<file path="src/rtl/i2c_pkg.sv">
`default_nettype none
// ============================================================================
// i2c_pkg : shared states, op encodings and op-list helpers for i2c_seq_ctrl
// Revision: 1.0
// ============================================================================
package i2c_pkg;

  typedef enum logic [2:0] {
    S_IDLE      = 3'd0,
    S_OPEN      = 3'd1,
    S_WAIT_RDY  = 3'd2,
    S_TRIG      = 3'd3,
    S_WAIT_BUSY = 3'd4,
    S_STOP_WAIT = 3'd5,
    S_RESP      = 3'd6
  } state_e;

  // Op codes are the {m_start, m_stop} pair presented with m_trig
  typedef logic [1:0] op_t;
  localparam op_t c_OP_WR     = 2'b00;
  localparam op_t c_OP_STOP   = 2'b01;
  localparam op_t c_OP_RSTART = 2'b10;
  localparam op_t c_OP_RD     = 2'b11;

  localparam int c_WR_OPS = 4;
  localparam int c_RD_OPS = 6;
  localparam int c_IDX_W  = 3;

  typedef struct packed {
    logic       rw;
    logic [6:0] dev;
    logic [7:0] reg_addr;
    logic [7:0] wdata;
  } req_t;

  function automatic op_t op_at(input logic rw, input logic [c_IDX_W-1:0] idx);
    op_t op;
    op = c_OP_WR;
    if (!rw) begin
      if (idx == c_IDX_W'(c_WR_OPS - 1)) op = c_OP_STOP;
    end else begin
      case (idx)
        3'd2:    op = c_OP_RSTART;
        3'd4:    op = c_OP_RD;
        3'd5:    op = c_OP_STOP;
        default: op = c_OP_WR;
      endcase
    end
    return op;
  endfunction

  function automatic logic [7:0] tx_byte(input req_t r, input logic [c_IDX_W-1:0] idx);
    logic [7:0] b;
    b = 8'h00;
    case (idx)
      3'd0:    b = {r.dev, 1'b0};
      3'd1:    b = r.reg_addr;
      3'd2:    b = r.rw ? 8'h00 : r.wdata;
      3'd3:    b = r.rw ? {r.dev, 1'b1} : 8'h00;
      default: b = 8'h00;
    endcase
    return b;
  endfunction

endpackage
`default_nettype wire

</file>
<file path="src/rtl/i2c_seq_ctrl_if.sv">
`default_nettype none
// ============================================================================
// i2c_seq_ctrl_if : request/response handshake plus I2C master control bundle
// Revision: 1.0
// ============================================================================
interface i2c_seq_ctrl_if;

  logic       req_valid;
  logic       req_ready;
  logic       req_rw;
  logic [6:0] req_dev_addr;
  logic [7:0] req_reg_addr;
  logic [7:0] req_wdata;
  logic       rsp_valid;
  logic [7:0] rsp_rdata;
  logic       rsp_nack;
  logic       rsp_err;
  logic       m_en;
  logic       m_trig;
  logic       m_start;
  logic       m_stop;
  logic       m_ack;
  logic [7:0] m_tx_data;
  logic       m_tx_ready;
  logic       m_tx_done;
  logic       m_rx_done;
  logic [7:0] m_rx_data;

  // Environment side: issues requests and plays the I2C master
  modport master (
    output req_valid, req_rw, req_dev_addr, req_reg_addr, req_wdata,
    input  req_ready, rsp_valid, rsp_rdata, rsp_nack, rsp_err,
    input  m_en, m_trig, m_start, m_stop, m_ack, m_tx_data,
    output m_tx_ready, m_tx_done, m_rx_done, m_rx_data
  );

  // Sequencer side
  modport slave (
    input  req_valid, req_rw, req_dev_addr, req_reg_addr, req_wdata,
    output req_ready, rsp_valid, rsp_rdata, rsp_nack, rsp_err,
    output m_en, m_trig, m_start, m_stop, m_ack, m_tx_data,
    input  m_tx_ready, m_tx_done, m_rx_done, m_rx_data
  );

endinterface
`default_nettype wire

</file>
<file path="src/rtl/i2c_seq_timer.sv">
`default_nettype none
// ============================================================================
// i2c_seq_timer : loadable saturating down-counter with expire flag
// Revision: 1.0
// ============================================================================
module i2c_seq_timer #(
  parameter int WIDTH = 16
) (
  input  wire logic             clk,
  input  wire logic             reset,
  input  wire logic             load_i,
  input  wire logic [WIDTH-1:0] load_val_i,
  input  wire logic             en_i,
  output logic                  expired_o
);

  logic [WIDTH-1:0] cnt_q;

  always_ff @(posedge clk) begin
    if (reset) begin
      cnt_q <= '0;
    end else if (load_i) begin
      cnt_q <= load_val_i;
    end else if (en_i && (cnt_q != '0)) begin
      cnt_q <= cnt_q - WIDTH'(1);
    end
  end

  assign expired_o = (cnt_q == '0);

endmodule
`default_nettype wire

</file>
<file path="src/rtl/i2c_seq_ctrl.sv">
`default_nettype none
// ============================================================================
// i2c_seq_ctrl : sequences one register write/read as an op list on an I2C master
// Revision: 1.0
// ============================================================================
module i2c_seq_ctrl
  import i2c_pkg::*;
#(
  parameter int TIMEOUT_CYC = 65535,
  parameter int STOP_CYC    = 1000
) (
  input  wire logic     clk,
  input  wire logic     reset,
  i2c_seq_ctrl_if.slave bus
);

  localparam int c_MAX_CYC = (TIMEOUT_CYC > STOP_CYC) ? TIMEOUT_CYC : STOP_CYC;
  localparam int c_CNT_W   = $clog2(c_MAX_CYC + 1);

  state_e               state_q, state_d;
  req_t                 req_q;
  logic [c_IDX_W-1:0]   idx_q, idx_d;
  logic [7:0]           rdata_q, rdata_d;
  logic                 nack_q, nack_d;
  logic                 err_q, err_d;

  op_t                  w_op;
  logic                 w_last_rd;
  logic                 w_accept;
  logic                 w_tmr_load;
  logic                 w_tmr_en;
  logic                 w_tmr_exp;
  logic [c_CNT_W-1:0]   w_tmr_val;
  logic                 w_unused;

  assign w_op      = op_at(req_q.rw, idx_q);
  // Index of the STOP that follows RD: first ready here means the read byte is in
  assign w_last_rd = req_q.rw && (idx_q == c_IDX_W'(c_RD_OPS - 1));
  assign w_accept  = (state_q == S_IDLE) && bus.req_valid;
  assign w_unused  = bus.m_tx_done;

  // Timer restarts on every state change; the load value depends on where we land
  assign w_tmr_load = (state_d != state_q);
  assign w_tmr_val  = (state_d == S_STOP_WAIT) ? c_CNT_W'(STOP_CYC - 1)
                                               : c_CNT_W'(TIMEOUT_CYC - 1);
  assign w_tmr_en   = (state_q == S_WAIT_RDY) || (state_q == S_WAIT_BUSY) ||
                      (state_q == S_STOP_WAIT);

  i2c_seq_timer #(
    .WIDTH (c_CNT_W)
  ) u_timer (
    .clk        (clk),
    .reset      (reset),
    .load_i     (w_tmr_load),
    .load_val_i (w_tmr_val),
    .en_i       (w_tmr_en),
    .expired_o  (w_tmr_exp)
  );

  always_ff @(posedge clk) begin
    if (reset) begin
      state_q <= S_IDLE;
      req_q   <= '0;
      idx_q   <= '0;
      rdata_q <= '0;
      nack_q  <= 1'b0;
      err_q   <= 1'b0;
    end else begin
      state_q <= state_d;
      idx_q   <= idx_d;
      rdata_q <= rdata_d;
      nack_q  <= nack_d;
      err_q   <= err_d;
      if (w_accept) begin
        req_q <= '{rw:       bus.req_rw,
                   dev:      bus.req_dev_addr,
                   reg_addr: bus.req_reg_addr,
                   wdata:    bus.req_wdata};
      end
    end
  end

  always_comb begin
    state_d = state_q;
    idx_d   = idx_q;
    rdata_d = rdata_q;
    nack_d  = nack_q;
    err_d   = err_q;
    case (state_q)
      S_IDLE: begin
        if (bus.req_valid) begin
          state_d = S_OPEN;
          idx_d   = '0;
          rdata_d = '0;
          nack_d  = 1'b0;
          err_d   = 1'b0;
        end
      end
      S_OPEN: state_d = S_WAIT_RDY;
      S_WAIT_RDY: begin
        // NACK outranks both progress and timeout in the same cycle
        if (bus.m_rx_done) begin
          nack_d  = 1'b1;
          state_d = S_STOP_WAIT;
        end else if (bus.m_tx_ready) begin
          state_d = S_TRIG;
          if (w_last_rd) rdata_d = bus.m_rx_data;
        end else if (w_tmr_exp) begin
          err_d   = 1'b1;
          state_d = S_RESP;
        end
      end
      S_TRIG: state_d = (w_op == c_OP_STOP) ? S_STOP_WAIT : S_WAIT_BUSY;
      S_WAIT_BUSY: begin
        if (bus.m_rx_done) begin
          nack_d  = 1'b1;
          state_d = S_STOP_WAIT;
        end else if (!bus.m_tx_ready) begin
          idx_d   = idx_q + c_IDX_W'(1);
          state_d = S_WAIT_RDY;
        end else if (w_tmr_exp) begin
          err_d   = 1'b1;
          state_d = S_RESP;
        end
      end
      S_STOP_WAIT: if (w_tmr_exp) state_d = S_RESP;
      S_RESP:      state_d = S_IDLE;
      default:     state_d = S_IDLE;
    endcase
  end

  always_comb begin
    bus.req_ready = (state_q == S_IDLE);
    bus.rsp_valid = (state_q == S_RESP);
    bus.rsp_rdata = rdata_q;
    bus.rsp_nack  = nack_q;
    bus.rsp_err   = err_q;
    bus.m_en      = (state_q == S_OPEN);
    bus.m_trig    = (state_q == S_TRIG);
    bus.m_start   = (state_q == S_TRIG) && w_op[1];
    bus.m_stop    = (state_q == S_TRIG) && w_op[0];
    bus.m_ack     = 1'b0;
    bus.m_tx_data = (state_q == S_TRIG) ? tx_byte(req_q, idx_q) : 8'h00;
  end

endmodule
`default_nettype wire

</file>
<file path="src/flat_wrapper.sv">
// flat-port wrapper written by rule: the top's interface ports become plain ports
module i2c_seq_ctrl_flat import i2c_pkg::*;
#(
  parameter int TIMEOUT_CYC = 65535,
  parameter int STOP_CYC    = 1000
)
  (clk, reset, bus_req_valid, bus_req_rw, bus_req_dev_addr, bus_req_reg_addr, bus_req_wdata, bus_req_ready, bus_rsp_valid, bus_rsp_rdata, bus_rsp_nack, bus_rsp_err, bus_m_en, bus_m_trig, bus_m_start, bus_m_stop, bus_m_ack, bus_m_tx_data, bus_m_tx_ready, bus_m_tx_done, bus_m_rx_done, bus_m_rx_data);
  i2c_seq_ctrl_if bus_i ();
  input  wire logic clk;
  input  wire logic reset;
  input wire logic [$bits(bus_i.req_valid)-1:0] bus_req_valid;
  input wire logic [$bits(bus_i.req_rw)-1:0] bus_req_rw;
  input wire logic [$bits(bus_i.req_dev_addr)-1:0] bus_req_dev_addr;
  input wire logic [$bits(bus_i.req_reg_addr)-1:0] bus_req_reg_addr;
  input wire logic [$bits(bus_i.req_wdata)-1:0] bus_req_wdata;
  output wire logic [$bits(bus_i.req_ready)-1:0] bus_req_ready;
  output wire logic [$bits(bus_i.rsp_valid)-1:0] bus_rsp_valid;
  output wire logic [$bits(bus_i.rsp_rdata)-1:0] bus_rsp_rdata;
  output wire logic [$bits(bus_i.rsp_nack)-1:0] bus_rsp_nack;
  output wire logic [$bits(bus_i.rsp_err)-1:0] bus_rsp_err;
  output wire logic [$bits(bus_i.m_en)-1:0] bus_m_en;
  output wire logic [$bits(bus_i.m_trig)-1:0] bus_m_trig;
  output wire logic [$bits(bus_i.m_start)-1:0] bus_m_start;
  output wire logic [$bits(bus_i.m_stop)-1:0] bus_m_stop;
  output wire logic [$bits(bus_i.m_ack)-1:0] bus_m_ack;
  output wire logic [$bits(bus_i.m_tx_data)-1:0] bus_m_tx_data;
  input wire logic [$bits(bus_i.m_tx_ready)-1:0] bus_m_tx_ready;
  input wire logic [$bits(bus_i.m_tx_done)-1:0] bus_m_tx_done;
  input wire logic [$bits(bus_i.m_rx_done)-1:0] bus_m_rx_done;
  input wire logic [$bits(bus_i.m_rx_data)-1:0] bus_m_rx_data;
  assign bus_i.req_valid = bus_req_valid;
  assign bus_i.req_rw = bus_req_rw;
  assign bus_i.req_dev_addr = bus_req_dev_addr;
  assign bus_i.req_reg_addr = bus_req_reg_addr;
  assign bus_i.req_wdata = bus_req_wdata;
  assign bus_req_ready = bus_i.req_ready;
  assign bus_rsp_valid = bus_i.rsp_valid;
  assign bus_rsp_rdata = bus_i.rsp_rdata;
  assign bus_rsp_nack = bus_i.rsp_nack;
  assign bus_rsp_err = bus_i.rsp_err;
  assign bus_m_en = bus_i.m_en;
  assign bus_m_trig = bus_i.m_trig;
  assign bus_m_start = bus_i.m_start;
  assign bus_m_stop = bus_i.m_stop;
  assign bus_m_ack = bus_i.m_ack;
  assign bus_m_tx_data = bus_i.m_tx_data;
  assign bus_i.m_tx_ready = bus_m_tx_ready;
  assign bus_i.m_tx_done = bus_m_tx_done;
  assign bus_i.m_rx_done = bus_m_rx_done;
  assign bus_i.m_rx_data = bus_m_rx_data;
  i2c_seq_ctrl #(.TIMEOUT_CYC(TIMEOUT_CYC), .STOP_CYC(STOP_CYC)) u_core (.clk(clk), .reset(reset), .bus(bus_i));
endmodule
</file>
<file path="config.mk">
export PLATFORM = sky130hd
export DESIGN_NAME = i2c_seq_ctrl_flat
export DESIGN_NICKNAME = d
export VERILOG_FILES = /design/src/rtl/i2c_pkg.sv /design/src/rtl/i2c_seq_ctrl_if.sv /design/src/rtl/i2c_seq_timer.sv /design/src/rtl/i2c_seq_ctrl.sv /design/src/flat_wrapper.sv
export SDC_FILE = /design/constraint.sdc
export NUM_CORES = 1
export LEC_CHECK = 0
export ABC_CLOCK_PERIOD_IN_PS = 3090
export CAP_MARGIN = 10
export CORE_UTILIZATION = 45
export CTS_CLUSTER_SIZE = 16
export DETAILED_ROUTE_END_ITERATION = 16
export PLACE_DENSITY = 0.73
export SKIP_LAST_GASP = 1
export SLEW_MARGIN = 20
export SYNTH_ARGS = -nofsm -noshare
export SYNTH_HDL_FRONTEND = slang
export SYNTH_SLANG_ARGS = --single-unit
</file>
<file path="constraint.sdc">
create_clock -name clk -period 3.09 [get_ports clk]
set_clock_uncertainty 0.1 [all_clocks]
set_input_delay 0.309 -clock clk [delete_from_list [all_inputs] [get_ports clk]]
set_output_delay 0.309 -clock clk [all_outputs]
set_load 0.03 [all_outputs]
</file>
* Yosys cells after proc, flatten, opt, wreduce, memory -nomap -nowiden
Index checks and enable logic that the tools add are counted.
Word-level totals: output and inout port bits 25, input port bits 38, word-level logic and storage cells 92, register bits 56
Operators by class: add/sub/neg operators 2, reduce and logical (&&, ||, !) cells 21, multiplexer cells 36, eq/ne operators 23
Operator list (number):
- two-way mux 8 bit | 7
- two-way mux 16 bit | 3
- one-hot mux 8 bit (4 select lines) | 1
- two-way mux 3 bit | 9
- == test 3 bit, second input constant | 6
- one-hot mux 3 bit (6 select lines) | 1
- zero test 16 bit | 1
- one-hot mux 8 bit (2 select lines) | 1
- nonzero test 16 bit | 1
- subtractor 16 x 1 -> 16 bit, second input constant | 1
- inequality test 2 bit, second input constant | 7
- == test 3 x 2 -> 1 bit, second input constant | 4
- two-way mux 1 bit | 9
- nonzero test 2 bit | 4
- == test 3 x 1 -> 1 bit, second input constant | 2
- zero test 3 bit | 2
- one-hot mux 2 bit (3 select lines) | 1
- one-hot mux 3 bit (2 select lines) | 1
- AND reduction 6 bit | 1
- logical AND 1 bit | 5
- AND reduction 5 bit | 1
- inequality test 2 x 1 -> 1 bit, second input constant | 2
- AND reduction 4 bit | 1
- adder 3 x 1 -> 3 bit, second input constant | 1
- other kinds (9) | 10

* Logic depth before layout (Yosys ltp)
depth after elaboration 9, mapped depth 9, mapped depth without buffers 8

* Cells and area by module
Synthesis repeated with hierarchy kept, for this count alone.
Unflattened totals: cell total of the unflattened synthesis 396, area, all modules 3169.3 µm²
By module, submodules not included:
- i2c_seq_ctrl | times used 1, area an instance 2025.7 µm², seq. area each 800.8 µm², cells each 266
- i2c_seq_timer | times used 1, area an instance 1143.6 µm², seq. area each 320.3 µm², cells each 130

* Least setup slack after synthesis
Ideal clock, no wire load.
path type reg2reg, from reg u_core.state_q[1], to reg u_core.idx_q[0], buffers on the path 1, library setup time 0.128 ns, setup slack 0.697 ns, stages on the path, launching flop included 8, clock period less this slack 2.393 ns, arrival 2.165 ns, data required time 2.862 ns, path through dfxtp_1 -> clkbuf_1 -> nor3_1 -> nand2_1 -> o21ai_0 -> o21ai_0 -> mux2i_1 -> nor2_1
On the way: cells in the longest elaborated chain, start to end 3, elaborated cells on any way between the ends 8, those cells by class eq/ne (4); mux (1); reduce/logical (3)
RTL lines:
- start, declared | line i2c_seq_ctrl.sv:20 | state_e state_q, state_d;
- start signal, assigned | line i2c_seq_ctrl.sv:69 | state_q <= state_d;
- zero test 3 bit *
- named net bus_req_ready | line flat_wrapper.sv:16 | output wire logic [$bits(bus_i.req_ready)-1:0] bus_req_ready;
- inequality test 2 bit (no line) / nonzero test 2 bit (equally long branches)
- AND reduction 4 bit (no line)
- end signal, assigned | line i2c_seq_ctrl.sv:70 | idx_q <= idx_d;
- end, declared | line i2c_seq_ctrl.sv:22 | logic [c_IDX_W-1:0] idx_q, idx_d;
Mark *: on every way through the listed nets, which the timed path passes. The rest lies on a longest branch. A chain may end at the register's enable or synchronous reset.

* Final worst setup path
from reg u_core.idx_q[0], to out bus_m_tx_data[7]
On the way: cells in the longest elaborated chain, start to end 3, elaborated cells on any way between the ends 6, those cells by class eq/ne (3); mux (2); reduce/logical (1)
RTL lines:
- == test 3 x 2 -> 1 bit, or another cell as far along | line i2c_pkg.sv:55 | case (idx)
- one-hot mux 8 bit (4 select lines) * | line i2c_pkg.sv:55
- two-way mux 8 bit * | line i2c_seq_ctrl.sv:143 | bus.m_tx_data = (state_q == S_TRIG) ? tx_byte(req_q, idx_q) : 8'h00;
- end, declared | line flat_wrapper.sv:26 | output wire logic [$bits(bus_i.m_tx_data)-1:0] bus_m_tx_data;
Every way passes the cells marked *; elsewhere a longest branch is shown, timed or not.

==> reports/metrics.json <==
{
  "chipWidth_um": 81.0,
  "finalHoldViolations": 0,
  "clock_insertion_delay_worst_skew_ns": 0.32,
  "synth.top_cells.by_area": "sky130_fd_sc_hd__dfxtp_1 40%, sky130_fd_sc_hd__a21oi_1 9.4%, sky130_fd_sc_hd__nand2_1 8.4%, sky130_fd_sc_hd__nor2_1 4.0%, sky130_fd_sc_hd__mux2i_1 3.9%",
  "crit_required_ns": 2.68,
  "critPathSlowestCell": "sky130_fd_sc_hd__clkdlybuf4s50_1",
  "worst-path-stages": 6,
  "synthesis.instances": 343,
  "hold_slack_ns": 0.356,
  "cts_sinks": 56,
  "viasPerCell": 5.47,
  "grt_first_pass_wirelength_mm": 10.6,
  "slew_viol_final": 0,
  "ys_seq_area_frac": 0.399,
  "layout-area-overhead-vs-synth_pct": 27.9,
  "final_cell_count_no_fill": 476,
  "leakage_nw": 1.27,
  "p_per_cell_area_nw_per_um2": 469,
  "drive_gt1_frac": 0.0798,
  "num-nets-final": 444,
  "worst_r2r_path_depth": 7,
  "async_flop_share": 0,
  "yosys_warnings": 0,
  "grt.total_usage": 0.212,
  "globalRoute.totalOverflow": 0,
  "post_synth_instance_area_um2": 2810,
  "clk_pin_slew_worst_paths_ns": 0.11,
  "detailedPlacementHpwl_mm": 4.65,
  "synthesis.nets": 387,
  "cp_num_buf_inv": 1,
  "core_area_um2": 5960,
  "finalCriticalPeriod_ns": 2.88,
  "yosysUniqueCellTypes": 55,
  "place.detailed.instances": 468,
  "max_freq_mhz": 348,
  "vertical_extent_of_the_die_um": 81.0,
  "io-pin-count": 63,
  "slew-limit-headroom": 0.390,
  "first_global_vias": 2361,
  "cts_tree": "built",
  "cts.hold.buffers_added": 0,
  "antenna_violating_nets_post_route": 0,
  "timing.critical_path.from_type": "register",
  "critical_path_class": "reg -> out",
  "kind_of_cell_with_the_highest_combined_delay_on_the_critical_path": "buffers and inverters",
  "cts_setup_buffers": 0,
  "cap_violations": 0,
  "totalPowerFinal_w": 0.00169,
  "route.vias.total": 2602,
  "fp.dieArea_um2": 6560,
  "final.setup.tns_ns": 0,
  "cpPeakStageDelay_ns": 0.71,
  "finalCritPeriodShare": 0.931,
  "clockRootBuffer": "sky130_fd_sc_hd__clkbuf_8",
  "result_of_the_run": "completed",
  "setup_viol": 0,
  "worst_slew_pin_slew_ns": 0.892,
  "rsz0062_at_grt": "false",
  "initial_core_util": 0.472,
  "maximum_fanout_along_the_worst_path": 7,
  "post_drt_wl_per_cell_um": 13.8,
  "hold_class": "reg -> reg",
  "cts.htree.levels": 2,
  "place.port_buffers": 60,
  "cell_count_of_the_worst_hold_path": 2,
  "antennaDiodeCount": 0,
  "cts_max_path_buffers": 2,
  "cts_buffers": 5,
  "pin_count_of_the_biggest_net_entering_global_routing": 29,
  "worst_ir_drop_vdd_mv": 0.316,
  "cp-end-kind": "primary output",
  "initialDrtViolationCount": 105,
  "detailed_route_drc_error_count": 0,
  "final.fill_count": 559,
  "placementRows": 28,
  "synth_seq_cells": 56,
  "route.final.wire_length_mm": 6.59,
  "grt_antenna_before_repair": 0,
  "worstPathCellList": "ha_1 > ha_1 > a22o_1 > a22oi_1 > a21oi_1 > clkdlybuf4s50_1",
  "yosys.area.top_type": "sky130_fd_sc_hd__dfxtp_1",
  "arrival_ns": 2.47,
  "synth_edf_count": 0,
  "yosys_most_used_dff": "sky130_fd_sc_hd__dfxtp_1",
  "critical_path.most_common_cell": "sky130_fd_sc_hd__ha_1",
  "drtPass1Iterations": 4,
  "syn_area_per_cell_um2": 8.19,
  "netlist.area_leader.share": 0.399,
  "routability_congestion": 0.822
}
state kept, by name, summed over array words and instances, names as in the netlist:
register / flops
u_core.u_timer.cnt_q: 16
u_core.idx_q: 3
u_core.req_q: 24
u_core.state_q: 3
u_core.bus.rsp_nack: 1
u_core.bus.rsp_rdata: 8
u_core.bus.rsp_err: 1
worst reg2reg max path: cells and delay by family, from the launching register on:
family / cells / cell delay [ns]
AO/OA/AOI/OAI: 4 / 1.34
buffers and inverters: 1 / 0.22
flip-flops: 1 / 0.60
AND/OR/NAND/NOR: 2 / 0.39
final timing paths:
kind / start / to / slack [ns]
max: u_core.idx_q[0] / bus_m_tx_data[7] / 0.21
min: u_core.bus.rsp_err / u_core.bus.rsp_err / 0.36
max reg2reg: u_core.state_q[2] / u_core.u_timer.cnt_q[0] / 0.36
min reg2reg: u_core.bus.rsp_err / u_core.bus.rsp_err / 0.36
report_power, final:
part / internal, W / switching [W] / leakage [nW]
clock: 0.000167 / 0.000262 / 0.0463
sequential: 0.000789 / 0.0000781 / 0.461
combinational: 0.000183 / 0.000206 / 0.760
what timing repair did:
action	in CTS	in global routing
endpoints found under the setup margin	0	3
endpoints found under the hold margin	0	0
gates resized for setup	0	1
synth_stat cells, types with 2 or more instances:
cell type / instances
sky130_fd_sc_hd__xor2_1: 3
sky130_fd_sc_hd__nor3b_1: 2
sky130_fd_sc_hd__a22oi_1: 7
sky130_fd_sc_hd__o211ai_1: 2
sky130_fd_sc_hd__mux2_2: 2
sky130_fd_sc_hd__clkbuf_1: 17
sky130_fd_sc_hd__nand2b_1: 3
sky130_fd_sc_hd__a2111oi_0: 2
sky130_fd_sc_hd__nand3_1: 3
sky130_fd_sc_hd__ha_1: 6
sky130_fd_sc_hd__xnor2_1: 11
sky130_fd_sc_hd__inv_1: 10
sky130_fd_sc_hd__buf_4: 2
sky130_fd_sc_hd__nand2_1: 63
sky130_fd_sc_hd__o21ai_1: 3
sky130_fd_sc_hd__mux2i_1: 11
sky130_fd_sc_hd__nor2_1: 30
sky130_fd_sc_hd__or3_1: 3
sky130_fd_sc_hd__o211a_1: 2
sky130_fd_sc_hd__nor3_1: 10
sky130_fd_sc_hd__nor2b_1: 3
sky130_fd_sc_hd__nor4_4: 4
sky130_fd_sc_hd__dfxtp_1: 56
sky130_fd_sc_hd__o21ai_0: 4
sky130_fd_sc_hd__a21oi_1: 53
sky130_fd_sc_hd__or4_1: 2
metal layers:
metal  share of wire  GRT usage  up-vias
li1                -          -     1301
met1            0.46      0.267     1225
met2            0.46      0.352       66
met3           0.062     0.0449       10
met4           0.017     0.0786        0
met5               0          0        -
area by class of cell:
cell class                      count  area [µm²]  area share
Inverter                           10        37.5      0.0104
Sequential cell                    56        1120       0.312
Clock inverter                      3        27.5     0.00766
Clock buffer                        5        68.8      0.0192
Tap cell                           75        93.8      0.0261
Multi-Input combinational cell    255        1550       0.432
Timing Repair Buffer               72         691       0.192
layout by cell type (no fill, tap or decap), types with 4 or more instances in the layout:
cell type / n
sky130_fd_sc_hd__nand2_1: 63
sky130_fd_sc_hd__clkdlybuf4s50_1: 60
sky130_fd_sc_hd__dfxtp_1: 56
sky130_fd_sc_hd__a21oi_1: 53
sky130_fd_sc_hd__nor2_1: 30
sky130_fd_sc_hd__buf_4: 12
sky130_fd_sc_hd__xnor2_1: 11
sky130_fd_sc_hd__mux2i_1: 11
sky130_fd_sc_hd__inv_1: 10
sky130_fd_sc_hd__nor3_1: 10
sky130_fd_sc_hd__a22oi_1: 7
sky130_fd_sc_hd__ha_1: 6
sky130_fd_sc_hd__clkbuf_8: 5
sky130_fd_sc_hd__nor4_4: 4
sky130_fd_sc_hd__o21ai_0: 4
cells by family after synthesis:
kind of cell | synth area share
multiplexers | 0.0472
flip-flops | 0.399
adder cells (fa/ha/maj) | 0.0267
AND/OR/NAND/NOR | 0.248
AO/OA/AOI/OAI | 0.186
XOR/XNOR | 0.0437
buffers and inverters | 0.0485
other | 0.00134
stage by stage:
| stage | worst slack (ns) | util | cell area, µm² |
|---|---|---|---|
| after floorplan | 0.697 | - | 2810 |
| after global placement | 0.389 | 0.587 | 3490 |
| after detailed placement | 0.327 | 0.587 | 3490 |
| after CTS | 0.145 | 0.603 | 3590 |
| after global routing | 0.0685 | 0.603 | 3590 |
| final | 0.214 | 0.603 | 3590 |
No activity file was read; power rests on OpenSTA's default activity.
